## config.mk

```make
export PLATFORM = sky130hd
export DESIGN_NAME = imem_loader
export DESIGN_NICKNAME = d
export VERILOG_FILES = /design/src/rtl/imem_loader_pkg.sv /design/src/rtl/imem_loader_xor_accum.sv /design/src/rtl/imem_loader.sv
export SDC_FILE = /design/constraint.sdc
export NUM_CORES = 1
export LEC_CHECK = 0
export ABC_AREA = 0
export BUFFER_PORTS_ARGS = -buffer_cell sky130_fd_sc_hd__buf_2
export CORE_UTILIZATION = 53
export CTS_BUF_LIST = sky130_fd_sc_hd__clkbuf_8
export DETAILED_ROUTE_END_ITERATION = 10
export GPL_TIMING_DRIVEN = 0
export PLACE_DENSITY = 0.83
export SLEW_MARGIN = 20
export SYNTH_ARGS = -nofsm -noshare
export SYNTH_HDL_FRONTEND = slang
export SYNTH_HIERARCHICAL = 1
export SYNTH_SLANG_ARGS = --single-unit
```

## constraint.sdc

```tcl
create_clock -name i_clk -period 2.2 [get_ports i_clk]
set_input_delay 0.22 -clock i_clk [delete_from_list [all_inputs] [get_ports i_clk]]
set_output_delay 0.22 -clock i_clk [all_outputs]
set_load 0.05 [all_outputs]
```

## src/rtl/imem_loader_pkg.sv

```systemverilog
// Shared definitions for the instruction-memory boot loader.
// State encoding and length-field width used by imem_loader and its bench.
// No logic lives here.
package imem_loader_pkg;

  // Width of the big-endian word-count header at the start of the image
  localparam int LEN_W = 16;

  // 3-bit state codes
  localparam logic [2:0] ST_IDLE   = 3'd0;
  localparam logic [2:0] ST_LEN_HI = 3'd1;
  localparam logic [2:0] ST_LEN_LO = 3'd2;
  localparam logic [2:0] ST_DATA   = 3'd3;
  localparam logic [2:0] ST_CHECK  = 3'd4;
  localparam logic [2:0] ST_DONE   = 3'd5;
  localparam logic [2:0] ST_ERROR  = 3'd6;

  typedef enum logic [2:0] {
    S_IDLE   = ST_IDLE,
    S_LEN_HI = ST_LEN_HI,
    S_LEN_LO = ST_LEN_LO,
    S_DATA   = ST_DATA,
    S_CHECK  = ST_CHECK,
    S_DONE   = ST_DONE,
    S_ERROR  = ST_ERROR
  } state_e;

  // States in which a stream byte can be consumed
  function automatic logic is_rx_state(state_e s);
    return (s == S_LEN_HI) || (s == S_LEN_LO) || (s == S_DATA) || (s == S_CHECK);
  endfunction

endpackage

```

## src/rtl/imem_loader_xor_accum.sv

```systemverilog
// Running XOR of the accepted image bytes, used as the load checksum.
// Latency: result reflects an enabled byte one cycle after it is presented.
// Backpressure: none; the caller gates i_en with its own handshake.
module xor_accum (
  input  logic       i_clk,
  input  logic       i_rst_n,
  input  logic       i_clr,
  input  logic       i_en,
  input  logic [7:0] i_dat,
  output logic [7:0] o_acc
);

  logic [7:0] acc_q, acc_d;

  // Clear has priority so a restart never mixes in a stale byte
  always_comb begin
    acc_d = acc_q;
    if (i_clr) begin
      acc_d = 8'h00;
    end else if (i_en) begin
      acc_d = acc_q ^ i_dat;
    end
  end

  // Accumulator register
  always_ff @(posedge i_clk or negedge i_rst_n) begin
    if (!i_rst_n) begin
      acc_q <= 8'h00;
    end else begin
      acc_q <= acc_d;
    end
  end

  assign o_acc = acc_q;

endmodule

```

## src/rtl/imem_loader.sv

```systemverilog
// Boot loader: byte stream -> big-endian words -> instruction RAM, core held in reset until checksum OK.
// Latency: write strobe one cycle after the 4th byte of a word; status one cycle after the checksum byte.
// Backpressure: o_ready is high only while a stream byte can be consumed; one byte per cycle otherwise.
module imem_loader
  import imem_loader_pkg::*;
#(
  parameter int          ADDR_W    = 8,
  parameter logic [31:0] BASE_ADDR = 32'h0000_0000
) (
  input  logic        i_clk,
  input  logic        i_rst_n,
  input  logic        i_start,
  input  logic        i_valid,
  input  logic [7:0]  i_byte,
  output logic        o_ready,
  output logic        o_wr_en,
  output logic [31:0] o_wr_addr,
  output logic [31:0] o_wr_data,
  output logic        o_core_rst_n,
  output logic        o_done,
  output logic        o_error
);

  state_e            state_q, state_d;
  logic [LEN_W-1:0]  len_q, len_d;
  logic [1:0]        bcnt_q, bcnt_d;
  logic [23:0]       word_q, word_d;
  logic [ADDR_W:0]   idx_q, idx_d;
  logic              wr_en_q, wr_en_d;
  logic [31:0]       wr_addr_q, wr_addr_d;
  logic [31:0]       wr_data_q, wr_data_d;
  logic              core_rst_n_q, core_rst_n_d;
  logic              done_q, done_d;
  logic              error_q, error_d;

  logic              accept;
  logic              start_ok;
  logic [LEN_W-1:0]  len_full;
  logic [ADDR_W:0]   idx_inc;
  logic [7:0]        csum;

  assign o_ready  = is_rx_state(state_q);
  assign accept   = i_valid && o_ready;
  assign start_ok = i_start && ((state_q == S_IDLE) || (state_q == S_DONE) || (state_q == S_ERROR));
  assign len_full = {len_q[LEN_W-1:8], i_byte};
  assign idx_inc  = idx_q + (ADDR_W+1)'(1);

  // Checksum covers every byte except the checksum byte itself
  xor_accum u_xor_accum (
    .i_clk   (i_clk),
    .i_rst_n (i_rst_n),
    .i_clr   (start_ok),
    .i_en    (accept && (state_q != S_CHECK)),
    .i_dat   (i_byte),
    .o_acc   (csum)
  );

  // Next-state, word assembly and registered-output decode
  always_comb begin
    state_d      = state_q;
    len_d        = len_q;
    bcnt_d       = bcnt_q;
    word_d       = word_q;
    idx_d        = idx_q;
    wr_en_d      = 1'b0;
    wr_addr_d    = wr_addr_q;
    wr_data_d    = wr_data_q;
    core_rst_n_d = core_rst_n_q;
    done_d       = done_q;
    error_d      = error_q;

    case (state_q)
      S_IDLE, S_DONE, S_ERROR: begin
        if (start_ok) begin
          state_d      = S_LEN_HI;
          bcnt_d       = 2'd0;
          idx_d        = '0;
          done_d       = 1'b0;
          error_d      = 1'b0;
          core_rst_n_d = 1'b0;
        end
      end
      S_LEN_HI: begin
        if (accept) begin
          len_d   = {i_byte, len_q[7:0]};
          state_d = S_LEN_LO;
        end
      end
      S_LEN_LO: begin
        if (accept) begin
          len_d = len_full;
          // A count of exactly 2^ADDR_W fills the RAM and is legal
          if (32'(len_full) > (32'd1 << ADDR_W)) begin
            state_d = S_ERROR;
            error_d = 1'b1;
          end else if (len_full == '0) begin
            state_d = S_CHECK;
          end else begin
            state_d = S_DATA;
          end
        end
      end
      S_DATA: begin
        if (accept) begin
          bcnt_d = bcnt_q + 2'd1;
          word_d = {word_q[15:0], i_byte};
          if (bcnt_q == 2'd3) begin
            wr_en_d   = 1'b1;
            wr_data_d = {word_q, i_byte};
            wr_addr_d = BASE_ADDR + (32'(idx_q) << 2);
            idx_d     = idx_inc;
            if (32'(idx_inc) == 32'(len_q)) begin
              state_d = S_CHECK;
            end
          end
        end
      end
      S_CHECK: begin
        if (accept) begin
          if (i_byte == csum) begin
            state_d      = S_DONE;
            done_d       = 1'b1;
            core_rst_n_d = 1'b1;
          end else begin
            state_d = S_ERROR;
            error_d = 1'b1;
          end
        end
      end
      default: begin
        state_d = S_IDLE;
      end
    endcase
  end

  // All state and outputs register here; reset abandons any partial image
  always_ff @(posedge i_clk or negedge i_rst_n) begin
    if (!i_rst_n) begin
      state_q      <= S_IDLE;
      len_q        <= '0;
      bcnt_q       <= 2'd0;
      word_q       <= '0;
      idx_q        <= '0;
      wr_en_q      <= 1'b0;
      wr_addr_q    <= BASE_ADDR;
      wr_data_q    <= 32'h0;
      core_rst_n_q <= 1'b0;
      done_q       <= 1'b0;
      error_q      <= 1'b0;
    end else begin
      state_q      <= state_d;
      len_q        <= len_d;
      bcnt_q       <= bcnt_d;
      word_q       <= word_d;
      idx_q        <= idx_d;
      wr_en_q      <= wr_en_d;
      wr_addr_q    <= wr_addr_d;
      wr_data_q    <= wr_data_d;
      core_rst_n_q <= core_rst_n_d;
      done_q       <= done_d;
      error_q      <= error_d;
    end
  end

  assign o_wr_en      = wr_en_q;
  assign o_wr_addr    = wr_addr_q;
  assign o_wr_data    = wr_data_q;
  assign o_core_rst_n = core_rst_n_q;
  assign o_done       = done_q;
  assign o_error      = error_q;

endmodule

```

==> results of run 1 <==
==> what timing repair did <==
item / in CTS / in global routing
buffers inserted: 2 / 2
endpoints found under the hold margin: 46 / 0
hold buffers: 1 / 0
pin swaps: 0 / 4
resized for setup: 2 / 14
setup endpoints to repair: 2 / 42
==> power by group <==
group / switching, mW / internal (mW) / total (mW)
Combinational: 2.03 / 1.02 / 3.06
Clock: 0.723 / 0.433 / 1.16
Sequential: 0.462 / 2.60 / 3.07
==> metrics by stage <==
step / setup slack [ns] / area [um2] / utilization / hold slack (ns)
floorplan: 0.02735 / 5117 / - / -0.07559
global placement: -0.1230 / 5559 / 0.6016 / 0.4527
detailed placement: -0.1063 / 5593 / 0.6053 / 0.1832
CTS: 0.01558 / 5811 / 0.6288 / 0.1448
global route: -0.0004896 / 5847 / 0.6328 / 0.1577
finish: 0.07008 / 5847 / 0.6328 / 0.1509
==> cells in the final DEF, fill, tap and decap left out, drive strengths merged, types with 3 or more instances in the layout <==
master / count
xnor2: 9
nor2: 11
nor3: 7
inv: 12
nand4: 4
nand3: 6
clkbuf: 25
and3: 5
o31ai: 6
xor2: 15
nor2b: 3
conb: 23
buf: 94
o21ai: 19
nand3b: 8
nand2: 214
a21oi: 14
nor4: 5
a21bo: 8
dfrtp: 106
mux2: 16
==> worst reg2reg max path: stages, from the launching register on <==
cell and delay (ns):
dfrtp_2 0.44, ha_4 0.19, and4_4 0.15, buf_6 0.12
xnor2_1 0.11, or3_1 0.36, and3_4 0.17, or4_1 0.46
nand2_1 0.07
==> flip-flops by register name, indices dropped and copies added (netlist names) <==
signal,cells
bcnt_q,2
o_wr_data,32
len_q,16
o_wr_addr,9
idx_q,9
o_wr_en,1
o_error,1
word_q,24
state_q,3
u_xor_accum/o_acc,8
o_done,1
==> cells in the mapped netlist, drive strengths merged, types with 8 or more instances <==
cell type	n
mux2	16
o21ai	19
nor2	11
xnor2	9
nand2	214
a21oi	14
nand3b	8
buf	33
xor2	15
dfrtp	106
a21bo	8
clkbuf	16
==> per-layer routing <==
| metal | routed length, um | track usage | vias to the layer above |
|---|---|---|---|
| li1 | - | - | 1922 |
| met1 | 4979 | 0.3297 | 1929 |
| met2 | 5227 | 0.3803 | 151 |
| met3 | 563 | 0.03443 | 24 |
| met4 | 233 | 0.09502 | 0 |
| met5 | 0 | 0 | - |
==> cell families after synthesis <==
logic type | after synthesis | share of synthesized area
multiplexers | 16 | 0.03580
flip-flops | 106 | 0.5271
AO/OA/AOI/OAI | 61 | 0.08056
other | 1 | 0.0007452
buffers and inverters | 56 | 0.07135
AND/OR/NAND/NOR | 274 | 0.2357
XOR/XNOR | 24 | 0.04177
adder cells (fa/ha/maj) | 3 | 0.006961
==> area by class of cell <==
class,instances,area share
multi-input combinational,401,0.3644
tap,129,0.02761
buffer,49,0.05799
inverter,7,0.004494
sequential,106,0.4539
timing repair buffer,62,0.06056
clock inverter,7,0.009844
clock buffer,9,0.02119
==> final timing paths <==
path | slack [ns] | depth (start not counted) | start | end
hold reg to reg | 0.47 | 2 | o_wr_addr[4]$_DFFE_PN0P_ | o_wr_addr[4]$_DFFE_PN0P_
setup reg to reg | 0.07 | 8 | idx_q[0]$_DFFE_PN0P_ | state_q[2]$_DFFE_PN0P_
min in group asynchronous | 0.34 | 2 | i_rst_n | o_wr_data[31]$_DFFE_PN0P_
hold / removal | 0.15 | 3 | i_byte[3] | o_wr_data[3]$_DFFE_PN0P_
setup / recovery | 0.07 | 8 | idx_q[0]$_DFFE_PN0P_ | state_q[2]$_DFFE_PN0P_
max in group asynchronous | 1.23 | 3 | i_rst_n | u_xor_accum/o_acc[1]$_DFFE_PN0P_
==> out/results.tsv, run 1 <==
stage	metric	value	unit
status	status	finished, final reports clean	
cts	cts_root_buf	clkbuf_8	
logic_synthesis	synthTopCellsByArea	dfrtp_1 (53%), nand2_1 (16%), buf_4 (3.7%), mux2_2 (3.6%), xor2_1 (2.6%)	
global_route	grt_pass1_wl	18540	um
power_and_ir_drop	power	7.281	mW
timing	finalMaxSlewViolations	0	
logic_synthesis	ys_seq_area_frac	0.5271	
logic_synthesis	synth-edff-count	0	
logic_synthesis	syn_area	5032	um2
logic_synthesis	synth_seq_cells	106	
placement	port_buffers	56	
cells_and_area	nFillCells	766	
route	vias_per_cell	5.229	
logic_synthesis	synthArstFlopShare	1.000	
setup_path	crit_chain	ha_4 > and4_4 > buf_6 > xnor2_1 > or3_1 > and3_4 > or4_1 > nand2_1	
route	post_drt_wl_per_cell	14.29	um
cells_and_area	register_area	2654	um2
timing	fmax	469.5	MHz
floorplanning	ios	81	
timing	tightest_slew	0.6723	ns
route	drtIter0Drc	283	
logic_synthesis	yosysTopAreaCell	dfrtp_1	
hold_path	hold_class	input pin to flop	
cells_and_area	drive_gt1_frac	0.2278	
cts	cts_tree	yes	
floorplanning	rows	35	
global_route	grt_remaining_overflow	0	
cells_and_area	multiInputGateArea	2131	um2
cts	worstSkewPairLatency	0.37	ns
timing	skew	0.01018	ns
route	drt-total-wl	11000	um
setup_path	cp-start-kind	flop	
floorplanning	die_h	99.44	um
route	vias	4026	
setup_path	end_kind	flop	
route	drt.antenna.violating_nets	0	
logic_synthesis	synth_top_area_share	0.5271	
power_and_ir_drop	p_leak	3.155	nW
cells_and_area	antennaDiodeCount	0	
cts	cts_num_sinks	106	
route	post-route-drc-count	0	
floorplanning	coreArea	9240	um2
floorplanning	dieArea	9888	um2
logic_synthesis	netlist-cell-type-count	51	
logic_synthesis	synth.avg_cell_area	9.302	um2
run	max-cap-violations	0	
cts	clk_pin_slew	0.11	ns
setup_path	crit_buf_inv	1	
power_and_ir_drop	vdd_drop_max	713.8	uV
setup_path	crit_family	simple AND/OR/NAND/NOR gates	
global_route	grt_max_degree	61	
timing	fin_crit_sh	0.9681	
placement	dpl.cell_count	749	
cts	htree_levels	3	
setup_path	cp_slowest_cell	or4_1	
global_route	antenna_found_initial	0	
floorplanning	fp.dieW	99.44	um
timing	fin_tns_setup	0	ns
setup_path	crit_type	flop to flop	
logic_synthesis	syn_inst	541	
global_route	grt_pass1_vias	3880	
timing	period_minus_slack	2.130	ns
cells_and_area	area_delta_synth_final	16.19	%
timing	slew_headroom	0.5494	
setup_path	required	2.51	ns
setup_path	crit_fanout	7	
timing	setup_viol	0	
logic_synthesis	yosys_warnings	6	
cells_and_area	fin_cells	770	
placement	hpwl	7820	um
power_and_ir_drop	p_per_area	1245	nW/um2
setup_path	cp.arrival	2.44	ns
timing	hold_viol	0	
setup_path	max_stage_delay	0.46	ns
cells_and_area	layout.nets	650	
floorplanning	start_util	0.5446	
placement	gp_congestion	0.8846	
logic_synthesis	synth_ff_type	dfrtp_1	
route	dr.pass1.iters	4	
timing	rsz0062_at_grt	yes	
cts	cts_buffers	9	
cts	cts_max_path_buffers	2	
global_route	grt_usage	0.2379	
Note: power is estimated with default switching activity, not from simulation.
==> run 2, diff against run 1 <==
Settings changed: REMOVE_ABC_BUFFERS from default to 1.
==> run 2 against run 1 <==
Core utilization fell by 1.9 points. Count of clock-buffer cells in the layout rose by 1. Highest routed layer unchanged. Sequential share of layout area rose by 1.5 points. Sequential power rose by 2%.
==> out/results.tsv, run 2 (same netlist as run 1, synthesis figures left out) <==
stage	metric	value	unit	change
floorplanning	rows	35		unchanged
timing	skew	0.01482	ns	+0.004643 ns
cts	worstSkewPairLatency	0.38	ns	about the same
cts	cts_root_buf	clkbuf_8		
floorplanning	coreArea	9240	um2	unchanged
timing	tightest_slew	0.8908	ns	+0.2185 ns
global_route	met3_usage	0.04146		+0.007027
cells_and_area	multiInputGateArea	2167	um2	+1.7%
cells_and_area	layout.nets	607		-6.6%
timing	slew_headroom	0.4029		-0.1465
setup_path	cp.arrival	2.45	ns	about the same
global_route	grt_pass1_wl	17660	um	-4.7%
cts	cts_tree	yes		
floorplanning	dieArea	9888	um2	unchanged
placement	hpwl	7044	um	-9.9%
timing	fin_crit_sh	0.9752		+0.007076
cts	htree_levels	3		unchanged
timing	setup_viol	0		unchanged
global_route	grt_remaining_overflow	0		unchanged
cells_and_area	finish.utilization	0.6142		-0.01855
timing	fmax	466.1	MHz	-0.73%
cells_and_area	antennaDiodeCount	0		unchanged
route	drt-total-wl	10420	um	-5.3%
global_route	met2_usage	0.3798		-0.0005342
cells_and_area	area_delta_synth_final	12.78	%	
global_route	antenna_found_initial	0		unchanged
timing	hold_viol	0		unchanged
cells_and_area	final_cell_mix	nand2_1 (212), dfrtp_1 (99), buf_2 (56)		
cells_and_area	register_area	2661	um2	+0.28%
route	dr.pass1.iters	4		unchanged
run	max-cap-violations	0		unchanged
setup_path	required	2.50	ns	about the same
power_and_ir_drop	vdd_drop_max	768.7	uV	+7.7%
global_route	met1_usage	0.3006		-0.02912
route	post-route-drc-count	0		unchanged
placement	dp_slack	-0.4538	ns	-0.3475 ns
global_route	grt_max_degree	56		-8.2%
status	status	finished, final reports clean		
route	drtIter0Drc	243		-14%
placement	port_buffers	57		+1.8%
hold_path	hold_class	input pin to flop		
cts	clk_pin_slew	0.11	ns	about the same
timing	period_minus_slack	2.145	ns	+0.01557 ns
timing	finalMaxSlewViolations	0		unchanged
cells_and_area	drive_gt1_frac	0.2157		-0.01205
power_and_ir_drop	p_per_area	1313	nW/um2	+5.5%
cells_and_area	largest_reg_flops	32		unchanged
setup_path	crit_type	flop to flop		
setup_path	crit_fanout	6		-1
route	vias_per_cell	5.292		+1.2%
placement	gp_congestion	0.8748		-1.1%
cts	cts_buffers	9		unchanged
cells_and_area	final_common_cell	nand2_1		
setup_path	end_kind	flop		
cts	cts_max_path_buffers	2		unchanged
route	post_drt_wl_per_cell	14.33	um	+0.28%
route	vias	3847		-4.4%
floorplanning	ios	81		unchanged
global_route	busiest_layer	met2		
cts	cts_num_sinks	106		unchanged
floorplanning	start_util	0.5446		unchanged
route	drt.antenna.violating_nets	0		unchanged
timing	fin_ws	0.05451	ns	-0.01557 ns
global_route	grt_usage	0.2284		-0.009534
floorplanning	fp.dieW	99.44	um	unchanged
floorplanning	die_h	99.44	um	unchanged
power_and_ir_drop	p_leak	3.021	nW	-4.2%
setup_path	cp-start-kind	flop		
global_route	grt_pass1_vias	3651		-5.9%
cells_and_area	nFillCells	761		-0.65%
-- run 2: changes by cell type in the layout (fill, tap and decap cells not counted), sizes merged --
cell	delta
buf	-27
clkbuf	-15
inv	-3
bufinv	+2
-- run 2: metal layers --
metal	wire length [um]	share of wire	vias up
met5	0	0	-
met4	200	0.019	0
met3	429	0.041	21
met2	5295	0.51	107
met1	4492	0.43	1880
li1	-	-	1839
-- run 2: worst paths after layout --
check	start	to	slack, ns	cells after the start
max	idx_q[0]$_DFFE_PN0P_	state_q[2]$_DFFE_PN0P_	0.05	7
min	i_byte[5]	word_q[5]$_DFFE_PN0P_	0.15	3
max reg2reg	idx_q[0]$_DFFE_PN0P_	state_q[2]$_DFFE_PN0P_	0.05	7
min reg2reg	word_q[18]$_DFFE_PN0P_	o_wr_data[26]$_DFFE_PN0P_	0.46	2
max in group asynchronous	i_rst_n	word_q[3]$_DFFE_PN0P_	1.22	3
min in group asynchronous	i_rst_n	o_wr_data[18]$_DFFE_PN0P_	0.35	2
-- run 2: final cells by class --
cell class,count,area share
Multi-Input combinational cell,401,0.3818
Timing Repair Buffer,68,0.07407
Tap cell,129,0.02844
Inverter,7,0.005511
Sequential cell,106,0.4689
Clock buffer,10,0.02425
Clock inverter,6,0.01698
-- run 2: worst max-delay path, stage by stage (launching register included) --
cell	delay, ns
dfrtp_2	0.47
ha_4	0.19
and4_4	0.20
xnor2_1	0.12
or3_1	0.32
and3_4	0.18
or4_1	0.51
nand2_1	0.10
-- run 2: repair_timing --
item / in CTS / in global routing
pin swaps: 0 / 1
hold buffers: 1 / 0
setup buffers: 0 / 5
endpoints found under the setup margin: 72 / 55
resized for setup: 9 / 12
endpoints found under the hold margin: 51 / 0
-- run 2: through the flow --
stage          area, um2  hold slack, ns  cells  power [mW]  setup TNS, ns
2_1_floorplan       4782        -0.07559    514       5.247        -113.79
3_3_place_gp        5229          0.4511    700       5.828        -266.33
3_5_place_dp        5330          0.1961    705       6.027         -10.90
4_1_cts             5608          0.1325    722       7.437              0
5_1_grt             5675          0.1493    727       7.881      -0.007128
6_report            5675          0.1511    727       7.453              0
-- run 2: report_power, final --
part	leakage (nW)	internal [mW]	switching, mW
clock network	0.115	0.688	0.682
registers	1.38	2.61	0.524
logic	1.52	0.971	1.98
==> run 3, diff against run 2 <==
Settings changed: CORE_UTILIZATION 53 to 57, PLACE_DENSITY 0.83 to 0.84.
Clock period 2.2 ns to 2.4 ns, I/O delays scaled along.
==> run 3 against run 2 <==
Sequential share of layout area grew 0.67 points. Core utilization increased by 5.2 points. First-iteration DRC count decreased by 19%. Clock skew shrank 0.0035 ns. Sequential power decreased by 8.9%. Combinational power down 10%. Via count is 1.5% lower. Setup slack gained 0.022 ns. Routed wire length decreased by 2.6%. Non-clock buffer count down 3. Maximum frequency shrank 7.7%. Flip-flop and latch count unchanged.
==> out/results.tsv, run 3 (same netlist as run 1, synthesis figures left out) <==
stage	metric	value	unit	change
timing	rsz0062_at_grt	no		
setup_path	end_kind	flop		
route	dr.pass1.iters	6		+2
route	post-route-drc-count	0		unchanged
setup_path	crit_family	simple AND/OR/NAND/NOR gates		
route	drtIter0Drc	198		-19%
power_and_ir_drop	pwr-share-seq	0.421		about the same
setup_path	cp.depth	7		unchanged
timing	slew_headroom	0.3437		-0.05920
global_route	grt_pass1_wl	16810	um	-4.8%
setup_path	crit_buf_inv	0		unchanged
setup_path	required	2.71	ns	+0.21 ns
floorplanning	fp.dieW	95.96	um	-3.5%
setup_path	cp_slowest_cell	or4_1		
cts	htree_levels	3		unchanged
timing	period_minus_slack	2.324	ns	+0.1785 ns
floorplanning	coreArea	8382	um2	-9.3%
power_and_ir_drop	p_clk_frac	0.186		+0.002
cts	worstSkewPairLatency	0.37	ns	about the same
cells_and_area	largest_reg_flops	32		unchanged
cts	cts_buffers	9		unchanged
floorplanning	ios	81		unchanged
global_route	antenna_found_initial	0		unchanged
setup_path	cp-start-kind	flop		
cts	clk_pin_slew	0.10	ns	about the same
global_route	grt_pass1_vias	3544		-2.9%
cells_and_area	final_cell_mix	nand2_1 (212), dfrtp_1 (104), buf_2 (56)		
cts	cts_tree	yes		
power_and_ir_drop	swShare	0.4230		-0.004475
cts	cts_root_buf	clkbuf_8		
global_route	grt_usage	0.2413		+0.01295
placement	port_buffers	57		unchanged
setup_path	max_stage_delay	0.54	ns	+0.03 ns
hold_path	hold_depth	3		unchanged
timing	hold_viol	0		unchanged
setup_path	cp.arrival	2.63	ns	+0.18 ns
cts	cts_num_sinks	106		unchanged
timing	tightest_slew	0.9791	ns	+0.08831 ns
timing	skew	0.01132	ns	-0.003497 ns
setup_path	crit_fanout	7		+1
setup_path	crit_type	flop to flop		
setup_path	reg2reg_setup_slack	0.08	ns	+0.02 ns
placement	dpl.cell_count	681		-3.4%
cells_and_area	drive_gt1_frac	0.1983		-0.01740
floorplanning	rows	33		-5.7%
cells_and_area	final_common_cell	nand2_1		
setup_path	ff2ff_path_depth	7		unchanged
route	vias_per_cell	5.413		+2.3%
power_and_ir_drop	p_per_area	1211	nW/um2	-7.8%
timing	setup_viol	0		unchanged
timing	finalMaxSlewViolations	0		unchanged
timing	fmax	430.3	MHz	-7.7%
route	drt.antenna.violating_nets	0		unchanged
floorplanning	start_util	0.6004		+0.05577
cells_and_area	layout.nets	604		-0.49%
timing	fin_crit_sh	0.9683		-0.006911
hold_path	hold_class	input pin to flop		
cells_and_area	antennaDiodeCount	0		unchanged
status	status	finished, final reports clean		
power_and_ir_drop	p_int	3.902	mW	-8.6%
setup_path	crit_chain	ha_2 > and4_2 > xnor2_1 > or3_1 > and3_4 > or4_1 > nand2_1		
cts	cts_max_path_buffers	2		unchanged
route	vias	3789		-1.5%
placement	gp_congestion	0.8479		-3.1%
floorplanning	dieArea	9208	um2	-6.9%
power_and_ir_drop	combPwrFrac	0.392		-0.004
global_route	grt_remaining_overflow	0		unchanged
cells_and_area	fin_cells	700		-3.7%
power_and_ir_drop	power	6.763	mW	-9.3%
route	drt-total-wl	10150	um	-2.6%
run	max-cap-violations	0		unchanged
placement	hpwl	6887	um	-2.2%
power_and_ir_drop	p_sw	2.860	mW	-10%
power_and_ir_drop	vdd_drop_max	743.4	uV	-3.3%
route	post_drt_wl_per_cell	14.50	um	+1.2%
cells_and_area	area_delta_synth_final	10.94	%	
power_and_ir_drop	p_leak	3.010	nW	-0.36%
floorplanning	die_h	95.96	um	-3.5%
global_route	grt_max_degree	58		+3.6%
-- run 3: changes by cell type in the layout (fill, tap and decap cells not counted), sizes merged --
cell | previous run | this run
clkinvlp | 1 | 0
buf | 67 | 64
inv | 9 | 10
-- run 3: per-stage QoR --
| step | hold slack (ns) | util | cell area [um2] | TNS, ns | setup slack [ns] |
|---|---|---|---|---|---|
| floorplan | -0.05559 | - | 4782 | -98.59 | -2.056 |
| global placement | 0.4494 | 0.6202 | 5199 | -246.84 | -4.464 |
| detailed placement | 0.2153 | 0.6314 | 5293 | -9.204 | -0.3388 |
| CTS | 0.1553 | 0.6617 | 5547 | 0 | 0.01544 |
| global route | 0.1502 | 0.6661 | 5583 | 0 | 0.01973 |
| finish | 0.1661 | 0.6661 | 5583 | 0 | 0.07605 |
-- run 3: worst min-delay path: cells and delay by family --
family	cells	cell delay, ns
buffers and inverters	1	0.16
AND/OR/NAND/NOR	2	0.11
-- run 3: power groups by stage --
stage / registers [mW] / clock network (mW) / logic, mW
6_report: 2.85 / 1.26 / 2.65
3_3_place_gp: 2.84 / 0 / 2.51
5_1_grt: 2.95 / 1.35 / 2.90
3_5_place_dp: 2.88 / 0 / 2.62
4_1_cts: 2.85 / 1.28 / 2.64
2_1_floorplan: 3.48 / 0 / 1.33
-- run 3: final cells by class --
cell class / count / area [um2]
Clock buffer: 10 / 137.6
Clock inverter: 6 / 95.09
Fill cell: 659 / 2799
Inverter: 7 / 33.78
Multi-Input combinational cell: 401 / 2140
Sequential cell: 106 / 2655
Tap cell: 105 / 131.4
Timing Repair Buffer: 65 / 390.4
-- run 3: path summary, 6_finish.rpt --
path,start,endpoint
min in group asynchronous,i_rst_n,o_wr_addr[2]$_DFFE_PN0P_
max,idx_q[0]$_DFFE_PN0P_,state_q[2]$_DFFE_PN0P_
min reg2reg,word_q[18]$_DFFE_PN0P_,o_wr_data[26]$_DFFE_PN0P_
min,i_byte[7],word_q[7]$_DFFE_PN0P_
max in group asynchronous,i_rst_n,state_q[0]$_DFFE_PN0P_
max reg2reg,idx_q[0]$_DFFE_PN0P_,state_q[2]$_DFFE_PN0P_
-- run 3: per-layer routing --
| metal | vias to the layer above | global-route usage | routed length, um |
|---|---|---|---|
| li1 | 1829 | - | - |
| met1 | 1821 | 0.3292 | 4581 |
| met2 | 120 | 0.3798 | 4850 |
| met3 | 19 | 0.04344 | 501 |
| met4 | 0 | 0.1045 | 218 |
| met5 | - | 0 | 0 |
-- run 3: what timing repair did --
item | CTS | global route
hold buffers | 1 | 0
gates resized for setup | 3 | 7
pin swaps | 0 | 1
setup buffers | 0 | 2
endpoints found under the hold margin | 49 | 0
setup endpoints to repair | 45 | 45
